## src/rtl/iir_biquad_mac_seq.sv

```systemverilog
// Direct-Form-I biquad sequencer. Time-multiplexes one external signed MAC
// (c = a*b + din) over five taps per sample and returns a saturated output.
module iir_biquad_mac_seq #(
  parameter int A_WIDTH = 7,
  parameter int B_WIDTH = 6,
  parameter int FRAC    = 5
) (
  input  logic                                 clk,
  input  logic                                 reset,
  input  logic signed [A_WIDTH-1:0]            b0,
  input  logic signed [A_WIDTH-1:0]            b1,
  input  logic signed [A_WIDTH-1:0]            b2,
  input  logic signed [A_WIDTH-1:0]            a1n,
  input  logic signed [A_WIDTH-1:0]            a2n,
  input  logic                                 in_valid,
  output logic                                 in_ready,
  input  logic signed [B_WIDTH-1:0]            x_in,
  output logic                                 out_valid,
  input  logic                                 out_ready,
  output logic signed [B_WIDTH-1:0]            y_out,
  output logic signed [A_WIDTH-1:0]            mac_a,
  output logic signed [B_WIDTH-1:0]            mac_b,
  output logic signed [A_WIDTH+B_WIDTH-1:0]    mac_din,
  input  logic signed [A_WIDTH+B_WIDTH-1:0]    mac_c
);

  localparam int AW = A_WIDTH + B_WIDTH;

  // Saturation bounds expressed at accumulator width so the compare is signed.
  localparam logic signed [AW-1:0] Y_MAX = AW'((2 ** (B_WIDTH - 1)) - 1);
  localparam logic signed [AW-1:0] Y_MIN = ~Y_MAX;

  typedef enum logic [1:0] {IDLE, TAP, OUT} state_t;

  state_t                     state;
  logic [2:0]                 tap;
  logic signed [AW-1:0]       acc;
  logic signed [B_WIDTH-1:0]  x0, x1, x2, y1, y2;
  logic signed [AW-1:0]       y_shift;
  logic signed [B_WIDTH-1:0]  y_sat;

  // Route the current tap's coefficient and sample to the MAC; idle outside TAP.
  always_comb begin
    // NOTE: every output gets a default first so no path leaves it unassigned (no latch).
    mac_a   = '0;
    mac_b   = '0;
    mac_din = '0;
    if (state == TAP) begin
      mac_din = acc;
      case (tap)
        3'd0:    begin mac_a = b0;  mac_b = x0; end
        3'd1:    begin mac_a = b1;  mac_b = x1; end
        3'd2:    begin mac_a = b2;  mac_b = x2; end
        3'd3:    begin mac_a = a1n; mac_b = y1; end
        3'd4:    begin mac_a = a2n; mac_b = y2; end
        default: begin mac_a = '0;  mac_b = '0; end
      endcase
    end
  end

  // Scale the final accumulation back to sample format (floor) and clamp it.
  always_comb begin
    y_shift = mac_c >>> FRAC;
    if (y_shift > Y_MAX) begin
      y_sat = Y_MAX[B_WIDTH-1:0];
    end else if (y_shift < Y_MIN) begin
      y_sat = Y_MIN[B_WIDTH-1:0];
    end else begin
      y_sat = y_shift[B_WIDTH-1:0];
    end
  end

  // Sequencer: accept a sample, run five MAC taps, present the result, shift history.
  always_ff @(posedge clk) begin
    // NOTE: state registers use non-blocking assignments so every update sees pre-edge values.
    if (reset) begin
      state     <= IDLE;
      in_ready  <= 1'b1;
      out_valid <= 1'b0;
      y_out     <= '0;
      acc       <= '0;
      tap       <= '0;
      x0        <= '0;
      x1        <= '0;
      x2        <= '0;
      y1        <= '0;
      y2        <= '0;
    end else begin
      case (state)
        IDLE: begin
          if (in_valid) begin
            x0       <= x_in;
            acc      <= '0;
            tap      <= '0;
            in_ready <= 1'b0;
            state    <= TAP;
          end
        end
        TAP: begin
          acc <= mac_c;
          tap <= tap + 3'd1;
          if (tap == 3'd4) begin
            y_out     <= y_sat;
            out_valid <= 1'b1;
            state     <= OUT;
          end
        end
        OUT: begin
          if (out_ready) begin
            x2        <= x1;
            x1        <= x0;
            y2        <= y1;
            y1        <= y_out;
            out_valid <= 1'b0;
            in_ready  <= 1'b1;
            state     <= IDLE;
          end
        end
        default: begin
          state     <= IDLE;
          in_ready  <= 1'b1;
          out_valid <= 1'b0;
        end
      endcase
    end
  end

endmodule

```

## config.mk

```make
export PLATFORM = sky130hd
export DESIGN_NAME = iir_biquad_mac_seq
export DESIGN_NICKNAME = d
export VERILOG_FILES = /design/src/rtl/iir_biquad_mac_seq.sv
export SDC_FILE = /design/constraint.sdc
export NUM_CORES = 1
export LEC_CHECK = 0
export CAP_MARGIN = 20
export CORE_MARGIN = 2
export CORE_UTILIZATION = 41
export CTS_CLUSTER_SIZE = 16
export DETAILED_ROUTE_END_ITERATION = 8
export PLACE_DENSITY_LB_ADDON = 0.15
export SYNTH_ARGS = -nofsm -noshare
export SYNTH_HDL_FRONTEND = slang
export SYNTH_SLANG_ARGS = --single-unit
```

## constraint.sdc

```tcl
create_clock -name clk -period 2 [get_ports clk]
set_input_delay 0.4 -clock clk [delete_from_list [all_inputs] [get_ports clk]]
set_output_delay 0.4 -clock clk [all_outputs]
set_load 0.05 [all_outputs]
```

# Yosys cells after proc, flatten, opt, wreduce, memory -nomap -nowiden
# Cells that the tools add are included.
totals:
  register_bits: 56
  elab_cells: 56
  output_inout_bits: 34
classes:
  n_eq_ne: 9
  mux: 21
  order_cmp: 2
  addsub: 1
  bitwise_logic: 2
  n_reduce_logical: 10
op_table:
  columns: ["operator", "n"]
  rows:
  - ["$pmux W7 S5", 1]
  - ["$pmux W6 S5", 1]
  - ["$mux W13", 2]
  - ["$pmux W13 S2", 1]
  - ["$mux W6", 3]
  - ["$reduce_and A3 Y1", 3]
  - ["$gt A8 B6 Y1 const B", 1]
  - ["$lt A8 B6 Y1 const B", 1]
  - ["$reduce_and A2 Y1", 4]
  - ["$mux W7", 1]
  - ["$eq A3 B2 Y1 const B", 2]
  - ["$mux W2", 3]
  - ["$pmux W1 S3", 2]
  - ["$pmux W2 S3", 1]
  - ["$pmux W3 S2", 1]
  - ["$mux W1", 4]
  - ["$ne A2 B2 Y1 const B", 2]
  - ["$add A3 B1 Y3 const B", 1]
  - ["$eq A3 B1 Y1 const B", 1]
  - ["$eq A3 B3 Y1 const B", 1]
  - ["$logic_not A3 Y1", 1]
  - ["$mux W3", 1]
  - ["$eq A2 B1 Y1 const B", 1]
  - ["$eq A2 B2 Y1 const B", 1]
  - ["other kinds (4)", 5]

# Logic depth before layout (Yosys ltp)
# Gate-level depths: netlist of the first run.
depth:
  ltp_word: 3
  mapped_depth: 7
  ltp_nobuf: 5

# Worst setup path before layout of the first run
# OpenSTA, ideal clock, no wires.
synth_path:
  kind: "register -> output"
  start: "reg tap[2]"
  end: "out mac_a[4]"
  setup_slack_ps: -562
  t_arrival_ps: 2162
  t_required_ps: 1600
  stages_incl_launch_ff: 8
  cell_sequence: "dfxtp_1 -> buf_4 -> inv_1 -> buf_2 -> ha_1 -> clkbuf_1 -> nand2_1 -> a31oi_1"
synth_via:
  elab_chain_len: 3
  elab_cells_between_ends: 7
  cone_classes: "eq/ne (4); mux (2); reduce/logical (1)"
synth_rtl:
  columns: ["element", "line_no", "text"]
  rows:
  - ["start, declared", "36", "logic [2:0] tap;"]
  - ["start signal, assigned", "101", "tap <= tap + 3'd1;"]
  - ["$eq A3 B3 Y1 (tied with other cells)", "50", "case (tap)"]
  - ["$pmux W7 S5 (*)", "50", null]
  - ["$mux W7 (*)", "48", "if (state == TAP) begin"]
  - ["end, declared", "21", "output logic signed [A_WIDTH-1:0] mac_a,"]
# Every way passes the cells marked *; elsewhere a longest branch is shown, timed or not.

# Worst setup path in the final report of the first run
layout_path:
  start: "reg tap[1]"
  end: "out mac_b[1]"
layout_via:
  elab_chain_len: 3
  elab_cells_between_ends: 7
  cone_classes: "eq/ne (4); mux (2); reduce/logical (1)"
layout_rtl:
  columns: ["element", "line_no", "text"]
  rows:
  - ["$eq A3 B3 Y1 (tied with other cells)", "50", null]
  - ["$pmux W6 S5 (*)", "50", null]
  - ["$mux W6 (*)", "48", null]
  - ["end, declared", "22", "output logic signed [B_WIDTH-1:0] mac_b,"]
# Marked as above.

==> results of run 1 <==
-- area by class of cell --
class / count / area [um^2]
clock buffer: 7 / 96.34
sequential: 56 / 1127
timing repair buffer: 119 / 1308
fill: 605 / 2386
tap: 80 / 100.1
multi-input combinational: 266 / 1728
inverter: 3 / 11.26
-- metal layers --
layer / wire length, um / vias up / GRT usage (%)
met5: 0 / - / 0
met4: 113 / 0 / 6.853
met3: 593 / 8 / 4.076
met2: 3848 / 101 / 35.25
met1: 3582 / 1282 / 29.06
li1: - / 1410 / -
-- layout by cell type (no fill, tap or decap), drive strengths merged, types with 2 or more instances in the layout --
cell type,n
clkbuf,7
ha,5
a31oi,5
inv,3
nor3,2
nor2,4
a22oi,8
o21ba,2
mux2,8
a21oi,62
nor2b,2
nand3,17
nand2,100
nand2b,2
a32oi,5
a22o,13
dfxtp,56
o211ai,5
and2,13
buf,56
clkdlybuf4s50,63
-- flip-flops by register name, indices dropped and copies added (netlist names) --
| name | count |
|---|---|
| acc | 13 |
| in_ready | 1 |
| out_valid | 1 |
| state | 2 |
| tap | 3 |
| x0 | 6 |
| x1 | 6 |
| x2 | 6 |
| y1 | 6 |
| y2 | 6 |
| y_out | 6 |
-- logic make-up after synthesis --
kind of cell / after synthesis
simple gates: 149
buf+inv: 33
mux: 8
fa+ha+maj: 5
compound gates: 104
flops: 56
-- report_power, final --
| group | switching (uW) | internal (uW) |
|---|---|---|
| Combinational | 294 | 280 |
| Clock | 345 | 309 |
| Sequential | 16.9 | 1140 |
-- critical path, stage by stage (launching register included) --
cell and delay, ps:
dfxtp_2 370, inv_2 60, ha_4 170, o21ba_4 220, o31ai_4 280, buf_6 230, a31oi_4 50, buf_6 170
-- cells in the mapped netlist (2+ instances only) --
cell      count  area (um^2)
nand2_1     100        375.4
a21oi_1      62        310.3
dfxtp_1      56         1121
nand3_1      15        75.07
a22o_1       13        113.9
and2_1       13        81.33
buf_6         9        101.4
clkbuf_1      9        33.78
a22oi_1       8        60.06
buf_2         8        40.04
mux2_2        8        90.09
a31oi_1       5        31.28
a32oi_1       5        43.79
ha_1          5        62.56
o211ai_1      5        37.54
nor2_1        4        15.01
buf_4         3        22.52
inv_1         3        11.26
nand2b_1      2        12.51
nand3_2       2        20.02
nor2b_1       2        12.51
nor3_1        2        10.01
o21ba_2       2        20.02
-- stage by stage --
| stage | instance area, um^2 | util [%] | setup slack (ps) | std cells |
|---|---|---|---|---|
| after global placement | 4115 | 60.91 | -24.76 | 520 |
| after floorplan | 3019 | - | -10.33 | 355 |
| final | 4370 | 64.69 | -262.8 | 531 |
| after CTS | 4389 | 64.96 | -290.3 | 534 |
| after global routing | 4370 | 64.69 | -326.0 | 531 |
| after detailed placement | 4115 | 60.91 | -34.65 | 520 |
-- what timing repair did --
item	4_1_cts	5_1_grt
gates cloned	1	0
setup buffers	6	0
setup endpoints to repair	13	26
gates resized for setup	26	11
pin swaps	4	1
hold buffers	0	0
-- worst min path at each step --
stage	from	endpoint	slack [ps]	cells past startpoint
after global placement	y2[2]$_SDFFE_PP0P_	y2[2]$_SDFFE_PP0P_	440	2
final	y2[2]$_SDFFE_PP0P_	y2[2]$_SDFFE_PP0P_	460	2
after detailed placement	y2[4]$_SDFFE_PP0P_	y2[4]$_SDFFE_PP0P_	440	2
after floorplan	y2[0]$_SDFFE_PP0P_	y2[0]$_SDFFE_PP0P_	430	2
after global routing	y2[3]$_SDFFE_PP0P_	y2[3]$_SDFFE_PP0P_	480	2
after CTS	y2[4]$_SDFFE_PP0P_	y2[4]$_SDFFE_PP0P_	460	2
==> flow_summary.ini, run 1 <==
[status]
status = complete, but fails checks
violations = negative setup slack

[yosys]
ys_ff_latch = 56
syn-num-nets = 418
synth_xor_area_share_pct = 0
syn_area_um2 = 2831
synthMuxAreaShare_pct = 3.182
synthAdderAreaFrac_pct = 2.209
yosysWarnings = 0
synth.distinct_cells = 37
synthSimpleGateAreaFrac_pct = 24.13
ys_seq_area_share_pct = 39.59
avgSynthCellArea_um2 = 7.976
synth-main-ff-cell = dfxtp_1
ys_async_sr_fraction_pct = 0
netlist_instances = 355
synth-compound-area-share_pct = 23.33
synth_edf_count = 0
synth_top_family_by_area = simple AND/OR/NAND/NOR gates

[grt]
grt_max_degree = 57
grt_overflow = 0
gr-usage-all-layers_pct = 21.65
grt_pass1_vias = 2649
grt_first_pass_wirelength_um = 12960
antenna_found_initial = 0

[routing]
ant_nets = 0
drc = 0
drtPass1Iterations = 4
routedWlPerCell_um = 15.33
drt_iter0_drc = 133
viasPerCell = 5.275
dr_total_vias = 2801
wirelength_um = 8138

[setup_path]
startpoint_type = register
required_ps = 1600
worstReg2RegStart = tap[0]$_SDFFE_PP0P_
r2r_end = y_out[4]$_SDFFE_PP0P_
critPathLaunch = tap[1]$_SDFFE_PP0P_
crit_end = mac_b[1]
ff2ff_path_depth = 6
crit_arrival_ps = 1860
path_max_fanout = 6
r2r_setup_slack_ps = 360
path_class = register to output port
end_kind = output port

[floorplan]
io_pins = 92
fp.dieW_um = 87.10
dieArea_um2 = 7586
row_count = 30
fp.coreArea_um2 = 6756
initial_core_util_pct = 41.91
fp.dieH_um = 87.10

[clock_tree]
cts-htree-levels = 2
clock_path_buffers = 2
cts_num_sinks = 56
clk_latency_ps = 310
clkSlewWorstSetupHoldPaths_ps = 90
cts_tree = yes
cts_root_buf = clkbuf_8
cts-buffers-inserted = 5

[sta]
grt_setup_unrepaired = yes
relSlewSlack_pct = 59.26
tns_ps = -3075
final_max_slew_viol_count = 0
min_period_ps = 2263
hold_ws_ps = 456.7
setup_slack_ps = -262.8
setup_viol = 13
finalHoldViolCount = 0
worst_pin_slew_ps = 611.1
max_freq_ghz = 0.4419
skew_ps = 4.496
fin_crit_sh_pct = 113.1

[finish]
syn_to_final_growth_pct = 54.35
insertedDiodeCount = 0
num-nets-final = 514
drive_gt1_share_pct = 24.17

[placed_design]
port_buffers = 91
post-dp-hpwl_um = 5431
place.gp.congestion = 0.7394

[pwr]
total_leakage_power_uw = 0.001527
power.density_nw_per_um2 = 545.7
peakVddDrop_mv = 0.4848
power_uw = 2385

[job]
cap_violations = 0

[hold_path]
worstHoldPathType = register to register
Note: power is estimated with default switching activity, not from simulation.
==> run 2, diff against run 1 <==
--- a/config.mk
+++ b/config.mk
@@ -10,6 +10,7 @@
 export CORE_UTILIZATION = 41
 export CTS_CLUSTER_SIZE = 16
 export DETAILED_ROUTE_END_ITERATION = 8
+export MAX_ROUTING_LAYER = met4
 export PLACE_DENSITY_LB_ADDON = 0.15
 export SYNTH_ARGS = -nofsm -noshare
 export SYNTH_HDL_FRONTEND = slang
==> run 2 against run 1 <==
  * The run still ends with negative setup slack left
  * Clock-buffer cell count did not move
  * Critical path depth unchanged
  * Combinational power about the same
  * Register-to-register slack about the same
  * Maximum frequency grew 0.15%
  * Power hardly changed
==> flow_summary.ini, run 2 (same netlist as run 1, synthesis figures left out) <==
[floorplan]
initial_core_util_pct = 41.91
fp.coreArea_um2 = 6756
dieArea_um2 = 7586
io_pins = 92
fp.dieW_um = 87.10
row_count = 30
fp.dieH_um = 87.10

[grt]
grt_overflow = 0
grt_pass1_vias = 2656
antenna_found_initial = 0
grt_max_degree = 57
grt_first_pass_wirelength_um = 12940
gr-usage-all-layers_pct = 22.24

[hold_path]
worstHoldPathType = register to register

[pwr]
peakVddDrop_mv = 0.4825
netSwitchingFraction_pct = 27.55
power.share.sequential_pct = 48.5
clkPwrFrac_pct = 27.5
total_leakage_power_uw = 0.001527
switchingPower_uw = 657.6
power.density_nw_per_um2 = 546.1
combPwrFrac_pct = 24.0
p_int_uw = 1729

[finish]
layout_common_cells = nand2_1 (100), clkdlybuf4s50_1 (63), a21oi_1 (54), dfxtp_1 (53), buf_4 (21)
drive_gt1_share_pct = 24.17
num-nets-final = 514
final_common_cell = nand2_1
largest_reg_flops = 13
final_util_pct = 64.69
syn_to_final_growth_pct = 54.35
fillers = 605
regMostFlops = acc
insertedDiodeCount = 0

[clock_tree]
cts_num_sinks = 56
cts-buffers-inserted = 5
clock_path_buffers = 2
cts_root_buf = clkbuf_8
clk_latency_ps = 310
cts_tree = yes
cts-htree-levels = 2
clkSlewWorstSetupHoldPaths_ps = 90

[sta]
hold_ws_ps = 457.1
worst_pin_slew_ps = 611.5
skew_ps = 6.723
setup_slack_ps = -259.4
tns_ps = -3038
setup_viol = 13
fin_crit_sh_pct = 113.0
max_freq_ghz = 0.4426
min_period_ps = 2259
final_max_slew_viol_count = 0
grt_setup_unrepaired = yes
relSlewSlack_pct = 59.23
finalHoldViolCount = 0

[setup_path]
startpoint_type = register
end_kind = output port
path_max_fanout = 6
required_ps = 1600
crit_arrival_ps = 1860
path_class = register to output port

[routing]
wirelength_um = 8140
ant_nets = 0
drc = 0
drt_iter0_drc = 129
viasPerCell = 5.286
dr_total_vias = 2807
drtPass1Iterations = 4
routedWlPerCell_um = 15.33

[status]
violations = negative setup slack
status = complete, but fails checks

[placed_design]
post-dp-hpwl_um = 5431
port_buffers = 91
place.gp.congestion = 0.7486
post-place-ws_ps = -34.65

[job]
cap_violations = 0
## run 2: per-layer routing
| metal | vias to the layer above | global-route usage, % | part of all wire, % |
|---|---|---|---|
| met2 | 90 | 35.53 | 47 |
| met3 | 8 | 3.791 | 6.6 |
| met1 | 1298 | 28.88 | 45 |
| li1 | 1411 | - | - |
| met5 | - | - | 0 |
| met4 | 0 | 6.853 | 1.4 |
## run 2: worst max-delay path, stage by stage, from the launching register on
cell,delay [ps]
dfxtp_2,370
inv_2,60
ha_4,170
o21ba_4,220
o31ai_4,280
buf_6,230
a31oi_4,50
buf_6,170
## run 2: final timing paths
path	start	to	slack, ps	cells past startpoint
min	y2[4]$_SDFFE_PP0P_	y2[4]$_SDFFE_PP0P_	460	2
max reg2reg	tap[0]$_SDFFE_PP0P_	y_out[4]$_SDFFE_PP0P_	350	6
max	tap[1]$_SDFFE_PP0P_	mac_b[1]	-260	7
min reg2reg	y2[4]$_SDFFE_PP0P_	y2[4]$_SDFFE_PP0P_	460	2
## run 2: power by group through the flow
| stage | combinational, uW | clock [uW] | sequential (uW) |
|---|---|---|---|
| after global placement | 534 | 0 | 1180 |
| after global routing | 610 | 720 | 1160 |
| after detailed placement | 540 | 0 | 1180 |
| after CTS | 587 | 673 | 1160 |
| after floorplan | 308 | 0 | 1190 |
| final | 572 | 657 | 1160 |
## run 2: stage by stage
| stage | power [uW] | instance area, um^2 | std cells |
|---|---|---|---|
| after floorplan | 1493 | 3019 | 355 |
| after global placement | 1714 | 4115 | 520 |
| after detailed placement | 1722 | 4115 | 520 |
| after CTS | 2416 | 4389 | 534 |
| after global routing | 2490 | 4370 | 531 |
| final | 2387 | 4370 | 531 |
## run 2: cell type report
type	count	area, um^2	share of cell area (%)
inverters	3	11.26	0.2577
multi-input cells	266	1728	39.54
repair buffers	119	1308	29.92
well taps	80	100.1	2.290
clock buffers	7	96.34	2.204
flip-flops and latches	56	1127	25.79
## run 2: repair_timing
item                       4_1_cts  5_1_grt
gates resized for setup         26       11
hold buffers                     0        0
setup endpoints to repair       13       26
setup buffers                    6        0
cloned                           1        0
pin swaps                        4        1
